==> config.mk <==
export PLATFORM = sky130hd
export DESIGN_NAME = matrix_mult_seq
export DESIGN_NICKNAME = d
export VERILOG_FILES = /design/src/rtl/matrix_pkg.sv /design/src/rtl/mac_unit.sv /design/src/rtl/matrix_mult_seq.sv
export SDC_FILE = /design/constraint.sdc
export NUM_CORES = 1
export LEC_CHECK = 0
export BUFFER_PORTS_ARGS = -buffer_cell sky130_fd_sc_hd__buf_4
export CORE_UTILIZATION = 48
export CTS_CLUSTER_SIZE = 30
export DETAILED_ROUTE_END_ITERATION = 16
export HOLD_SLACK_MARGIN = 0.02
export SYNTH_ARGS = -nofsm -noshare
export SYNTH_HDL_FRONTEND = slang
export SYNTH_SLANG_ARGS = --single-unit
==> constraint.sdc <==
create_clock -name clk -period 11.8 [get_ports clk]
set_clock_uncertainty 0.05 [all_clocks]
set_input_delay 1.18 -clock clk [delete_from_list [all_inputs] [get_ports clk]]
set_output_delay 1.18 -clock clk [all_outputs]
set_load 0.005 [all_outputs]
==> src/rtl/matrix_pkg.sv <==
// matrix_pkg: shared types and sizing helpers for the sequential matrix multiplier
//  state_t     FSM encoding (IDLE, COMPUTE, FIN)
//  acc_width   result width that cannot overflow for an N-term dot product
//  a_base/b_base  first load slot of the A and B operand regions
package matrix_pkg;

    typedef enum logic [1:0] {IDLE, COMPUTE, FIN} state_t;

    function automatic int acc_width(int n, int dw);
        return 2 * dw + $clog2(n);
    endfunction

    function automatic int a_base();
        return 0;
    endfunction

    function automatic int b_base(int n);
        return n * n;
    endfunction

endpackage

==> src/rtl/mac_unit.sv <==
// mac_unit: single multiply-accumulate stage, one product per cycle
//  clk, reset(active-low async)  clock / reset
//  clr    zero the accumulator (wins over en)
//  en     fold the current product into the accumulator
//  a, b   operand elements
//  acc    running sum including the current product (what the next edge would store)
module mac_unit #(
    parameter int DATA_W = 8,
    parameter int ACC_W  = 17,
    parameter int SIGNED = 0
) (
    input  logic              clk,
    input  logic              reset,
    input  logic              clr,
    input  logic              en,
    input  logic [DATA_W-1:0] a,
    input  logic [DATA_W-1:0] b,
    output logic [ACC_W-1:0]  acc
);

    logic [ACC_W-1:0]           acc_r;
    logic [2*DATA_W-1:0]        prod_u;
    logic signed [2*DATA_W-1:0] prod_s;
    logic [2*DATA_W-1:0]        prod;

    // operands widened explicitly so both multiplies are full 2*DATA_W wide
    assign prod_u = {{DATA_W{1'b0}}, a} * {{DATA_W{1'b0}}, b};
    assign prod_s = $signed({{DATA_W{a[DATA_W-1]}}, a}) * $signed({{DATA_W{b[DATA_W-1]}}, b});
    assign prod   = (SIGNED != 0) ? prod_s : prod_u;
    assign acc    = acc_r + {{(ACC_W-2*DATA_W){(SIGNED != 0) & prod[2*DATA_W-1]}}, prod};

    always_ff @(posedge clk or negedge reset) begin
        if (!reset)
            acc_r <= '0;
        else if (clr)
            acc_r <= '0;
        else if (en)
            acc_r <= acc;
    end

endmodule

==> src/rtl/matrix_mult_seq.sv <==
// matrix_mult_seq: NxN matrix multiplier C = A x B using one shared MAC
//  clk, reset(active-low async)   clock / reset
//  load_en, load_sel, load_val    operand write (A slots first, then B, row-major)
//  start, busy, done              run handshake; done is a one-cycle pulse
//  rd_sel, result                 registered read of C[rd_sel], 0 when out of range
module matrix_mult_seq
    import matrix_pkg::*;
#(
    parameter int N      = 2,
    parameter int DATA_W = 8,
    parameter int SIGNED = 0,
    localparam int ACC_W = acc_width(N, DATA_W),
    localparam int NN    = N * N,
    localparam int SEL_W = $clog2(2 * NN),
    localparam int RD_W  = $clog2(NN)
) (
    input  logic              clk,
    input  logic              reset,
    input  logic              load_en,
    input  logic [SEL_W-1:0]  load_sel,
    input  logic [DATA_W-1:0] load_val,
    input  logic              start,
    output logic              busy,
    output logic              done,
    input  logic [RD_W-1:0]   rd_sel,
    output logic [ACC_W-1:0]  result
);

    localparam int IW = $clog2(N);

    state_t            state, state_nxt;
    logic [DATA_W-1:0] a_m [NN];
    logic [DATA_W-1:0] b_m [NN];
    logic [ACC_W-1:0]  c_m [NN];
    logic [IW-1:0]     i, j, k;
    logic              i_last, j_last, k_last, go, mac_clr;
    logic [RD_W-1:0]   a_idx, b_idx, c_idx;
    logic [ACC_W-1:0]  mac_acc;
    logic [SEL_W:0]    sel_x;
    logic [RD_W:0]     rd_x;

    assign i_last  = i == IW'(N - 1);
    assign j_last  = j == IW'(N - 1);
    assign k_last  = k == IW'(N - 1);
    assign go      = state == IDLE && start;
    assign a_idx   = RD_W'(i) * RD_W'(N) + RD_W'(k);
    assign b_idx   = RD_W'(k) * RD_W'(N) + RD_W'(j);
    assign c_idx   = RD_W'(i) * RD_W'(N) + RD_W'(j);
    assign mac_clr = go || (busy && k_last);
    // zero-extended copies keep the range compares meaningful for power-of-2 sizes
    assign sel_x   = {1'b0, load_sel};
    assign rd_x    = {1'b0, rd_sel};

    mac_unit #(.DATA_W(DATA_W), .ACC_W(ACC_W), .SIGNED(SIGNED)) u_mac (
        .clk   (clk),
        .reset (reset),
        .clr   (mac_clr),
        .en    (busy),
        .a     (a_m[a_idx]),
        .b     (b_m[b_idx]),
        .acc   (mac_acc)
    );

    always_ff @(posedge clk or negedge reset) begin
        if (!reset)
            state <= IDLE;
        else
            state <= state_nxt;
    end

    always_comb begin
        state_nxt = state;
        busy      = state == COMPUTE;
        done      = state == FIN;
        case (state)
            IDLE:    state_nxt = start ? COMPUTE : IDLE;
            COMPUTE: state_nxt = (i_last && j_last && k_last) ? FIN : COMPUTE;
            default: state_nxt = IDLE;
        endcase
    end

    always_ff @(posedge clk or negedge reset) begin
        if (!reset) begin
            i      <= '0;
            j      <= '0;
            k      <= '0;
            result <= '0;
            for (int m = 0; m < NN; m++) begin
                a_m[m] <= '0;
                b_m[m] <= '0;
                c_m[m] <= '0;
            end
        end else begin
            // operands only change in IDLE; a write alongside start still lands
            if (load_en && state == IDLE) begin
                if (sel_x < (SEL_W+1)'(b_base(N)))
                    a_m[RD_W'(load_sel - SEL_W'(a_base()))] <= load_val;
                else if (sel_x < (SEL_W+1)'(2 * NN))
                    b_m[RD_W'(load_sel - SEL_W'(b_base(N)))] <= load_val;
            end
            if (go) begin
                i <= '0;
                j <= '0;
                k <= '0;
                for (int m = 0; m < NN; m++)
                    c_m[m] <= '0;
            end
            if (busy) begin
                k <= k_last ? '0 : k + IW'(1);
                if (k_last) begin
                    c_m[c_idx] <= mac_acc;
                    j <= j_last ? '0 : j + IW'(1);
                    if (j_last)
                        i <= i + IW'(1);
                end
            end
            result <= (rd_x < (RD_W+1)'(NN)) ? c_m[rd_sel] : '0;
        end
    end

endmodule
==> run_results.csv <==
group,metric,value,unit
die,ioPinCount,36,
die,dieArea,21000,sq um
finish,drive_above_1_share,19.6,%
clocking,post-cts-setup-buffers,0,
grt,grt-ovfl-total,0,
timing,timing.final.crit_share,51.7,%
synth,synth_top_area_share,43.7,%
placed_design,gp_congestion,0.848,
clocking,cts_buffers,17,
hold_path,hold_path_class,"flop to flop",
finish,fillers,1656,
worst_setup_path,worst_setup_path_end_kind,"flop",
grt,grt_max_degree,90,
synth,synth_top_family_by_area,"adder cells",
synth,synth_area,9790,sq um
drt,via_per_inst,5.59,
worst_setup_path,reg2reg_to,"c_m[33]",
worst_setup_path,required,12.11,ns
synth,synth_compound_area_share,6.57,%
job,maxCapViolCount,0,
synth,synthMuxAreaShare,15.0,%
timing,fmax,164,MHz
drt,vias,6584,
drt,ant_nets,0,
grt,grt_usage,22.7,%
synth,synth_area_leaders,"dfrtp_1, fa_1, mux4_2",
placed_design,dp_slack,5.74,ns
timing,slew_headroom,23.7,%
timing,slew_viol_final,0,
finish,diodes,0,
worst_setup_path,cp.arrival,6.41,ns
worst_setup_path,crit_path_max_fanout,23,
clocking,cts_tree,"done",
worst_setup_path,worstSetupStartpoint,"k",
synth,yosys.area_share.simple,13.4,%
clocking,cts-hold-fix-buffers,0,
drt,wirelength,21500,microns
die,die_height,145,microns
synth,syn_nets,978,
synth,synth_edf_count,0,
worst_setup_path,rrSetupSlack,5.70,ns
run_status,status,"completed",
clocking,htree_levels,4,
grt,antenna_found_initial,0,
synth,synth_cell_types,49,
synth,synth-main-ff-cell,"dfrtp_1",
finish,fin_cells,1177,
clocking,cts-resized-gates,0,
finish,fin_util,55.2,%
synth,syn_avg_cell_area,11.2,sq um
timing,period_needed,6.10,ns
timing,fin_ws,5.70,ns
clocking,clk_pin_slew,0.07,ns
worst_setup_path,start_kind,"flop",
placed_design,dp_cells,1145,
synth,yosysWarnings,0,
grt,grt_pass1_vias,6876,
synth,async_flop_share,100,%
clocking,clkLatencyLatePin,0.43,ns
grt,grt_pass1_wl,35900,microns
die,fp.coreArea,19700,sq um
synth,synthMostInstantiatedCell,"dfrtp_1",
clocking,cts.path.max_buffers,2,
die,core.rowCount,51,
finish,syn2layout_area_growth,11.3,%
finish,nets,1004,
timing,setup_violations,0,
worst_setup_path,critPathCapture,"c_m[33]",
synth,ys_seq_area_share,43.7,%
placed_design,hpwlAfterDp,15400,microns
clocking,cts_root_buf,"clkbuf_16",
finish,regArea,4280,sq um
placed_design,port-buffer-count,35,
timing,worst_slew_pin_slew,1.14,ns
clocking,cts.sinks,171,
drt,firstDrtPassIters,5,
synth,synthCells,873,
timing,final.setup.tns,0,ns
worst_setup_path,r2r-start,"k",
synth,synth-xor-area-share,0.805,%
timing,finalHoldViolations,0,
drt,drtIter0Drc,361,
drt,drc,0,
die,fp.dieW,145,microns
synth,synth_commonest_cells,"dfrtp_1, inv_1, nand2_1, nand3_1, mux2_2",
drt,wl_per_cell,18.3,microns
worst_setup_path,r2r_cells,14,
timing,rsz0062_at_grt,"no",
synth,synthAdderAreaFrac,15.1,%
worst_setup_path,critical_path_class,"flop to flop",
synth,synth_top_cell_by_area,"dfrtp_1",
synth,synth-seq-cells,171,
finish,multi_input_area,4970,sq um
die,start_util,49.6,%
==> registers in the layout, indices dropped and copies added (netlist names) <==
signal       cells
a_m             32
result          17
state            2
j                1
u_mac.acc_r     17
c_m             68
i                1
k                1
b_m             32
==> routing by layer <==
layer | up-vias | routed length (microns) | GRT usage, %
met5 | - | 0 | 0
met3 | 25 | 969 | 5.07
met4 | 0 | 344 | 6.98
met1 | 3376 | 9880 | 31.1
met2 | 145 | 10300 | 36.1
li1 | 3038 | - | -
==> per-stage QoR <==
| step | cell area (sq um) | hold slack [ns] |
|---|---|---|
| global route | 10900 | 0.450 |
| global placement | 10300 | 0.416 |
| detailed placement | 10300 | 0.421 |
| CTS | 10900 | 0.436 |
| floorplan | 9790 | 0.399 |
| finish | 10900 | 0.435 |
==> logic make-up after synthesis <==
logic type,after synthesis
compound gates,104
xor+xnor,9
fa+ha+maj,88
buf+inv,138
flops,171
mux,97
simple gates,266
==> worst max-delay path: stages (launching register included) <==
cell	delay, ns
dfrtp_1	1.10
mux4_2	0.74
and2_1	0.22
fa_1	0.46
fa_1	0.52
inv_1	0.05
fa_1	0.39
fa_1	0.52
inv_1	0.05
ha_1	0.56
nand2_1	0.18
nor2_1	0.22
nand4_1	0.42
a211o_1	0.44
nand3_1	0.08
==> area by class of cell <==
class	instances	area share [%]
clock buffers	17	3.91
clock inverters	15	1.62
inverters	104	3.60
multi-input cells	564	45.7
flip-flops and latches	171	39.3
well taps	265	3.04
repair buffers	41	2.86
==> how the worst min path moves through the flow <==
stage | from | to | slack [ns] | cells after the start
5_1_grt | u_mac.acc_r[5] | u_mac.acc_r[5] | 0.45 | 2
3_3_place_gp | u_mac.acc_r[6] | u_mac.acc_r[6] | 0.42 | 2
3_5_place_dp | u_mac.acc_r[5] | u_mac.acc_r[5] | 0.42 | 2
6_report | u_mac.acc_r[5] | u_mac.acc_r[5] | 0.43 | 2
4_1_cts | u_mac.acc_r[5] | u_mac.acc_r[5] | 0.44 | 2
2_1_floorplan | u_mac.acc_r[13] | u_mac.acc_r[13] | 0.40 | 2
==> placed cells by master, fill, tap and decap left out, types with 2 or more instances in the layout <==
cell        netlist  layout
clkinvlp_4        0       2
mux2_2           64      64
buf_4             0      40
o31ai_1          10      10
o21ai_1           7       7
o21ai_0          42      42
nor2_1           10      10
clkbuf_16         0      17
xor2_1            3       3
a211oi_1          2       2
clkinv_8          0       3
dfrtp_1         171     171
inv_6             0       5
inv_1           102     102
or3_1             3       3
a22o_1            5       5
ha_1             38      38
o21a_1            2       2
mux4_2           33      33
fa_1             50      50
and2_1           36      36
o211ai_1          6       6
xnor2_1           6       6
and3_1            4       4
nand2_2           1       2
a21oi_1          16      16
nor2b_1           3       3
inv_8             0       3
nand3_1          83      83
or4_1             6       6
nand2_1         101     100
clkinv_2          1       2
nand2b_1          2       2
nand4_1           9       9
a211o_1           6       6
Power is left out: the tool's default activity adds up to more than one toggle a clock period on the data nets, which glitch-free logic cannot reach.
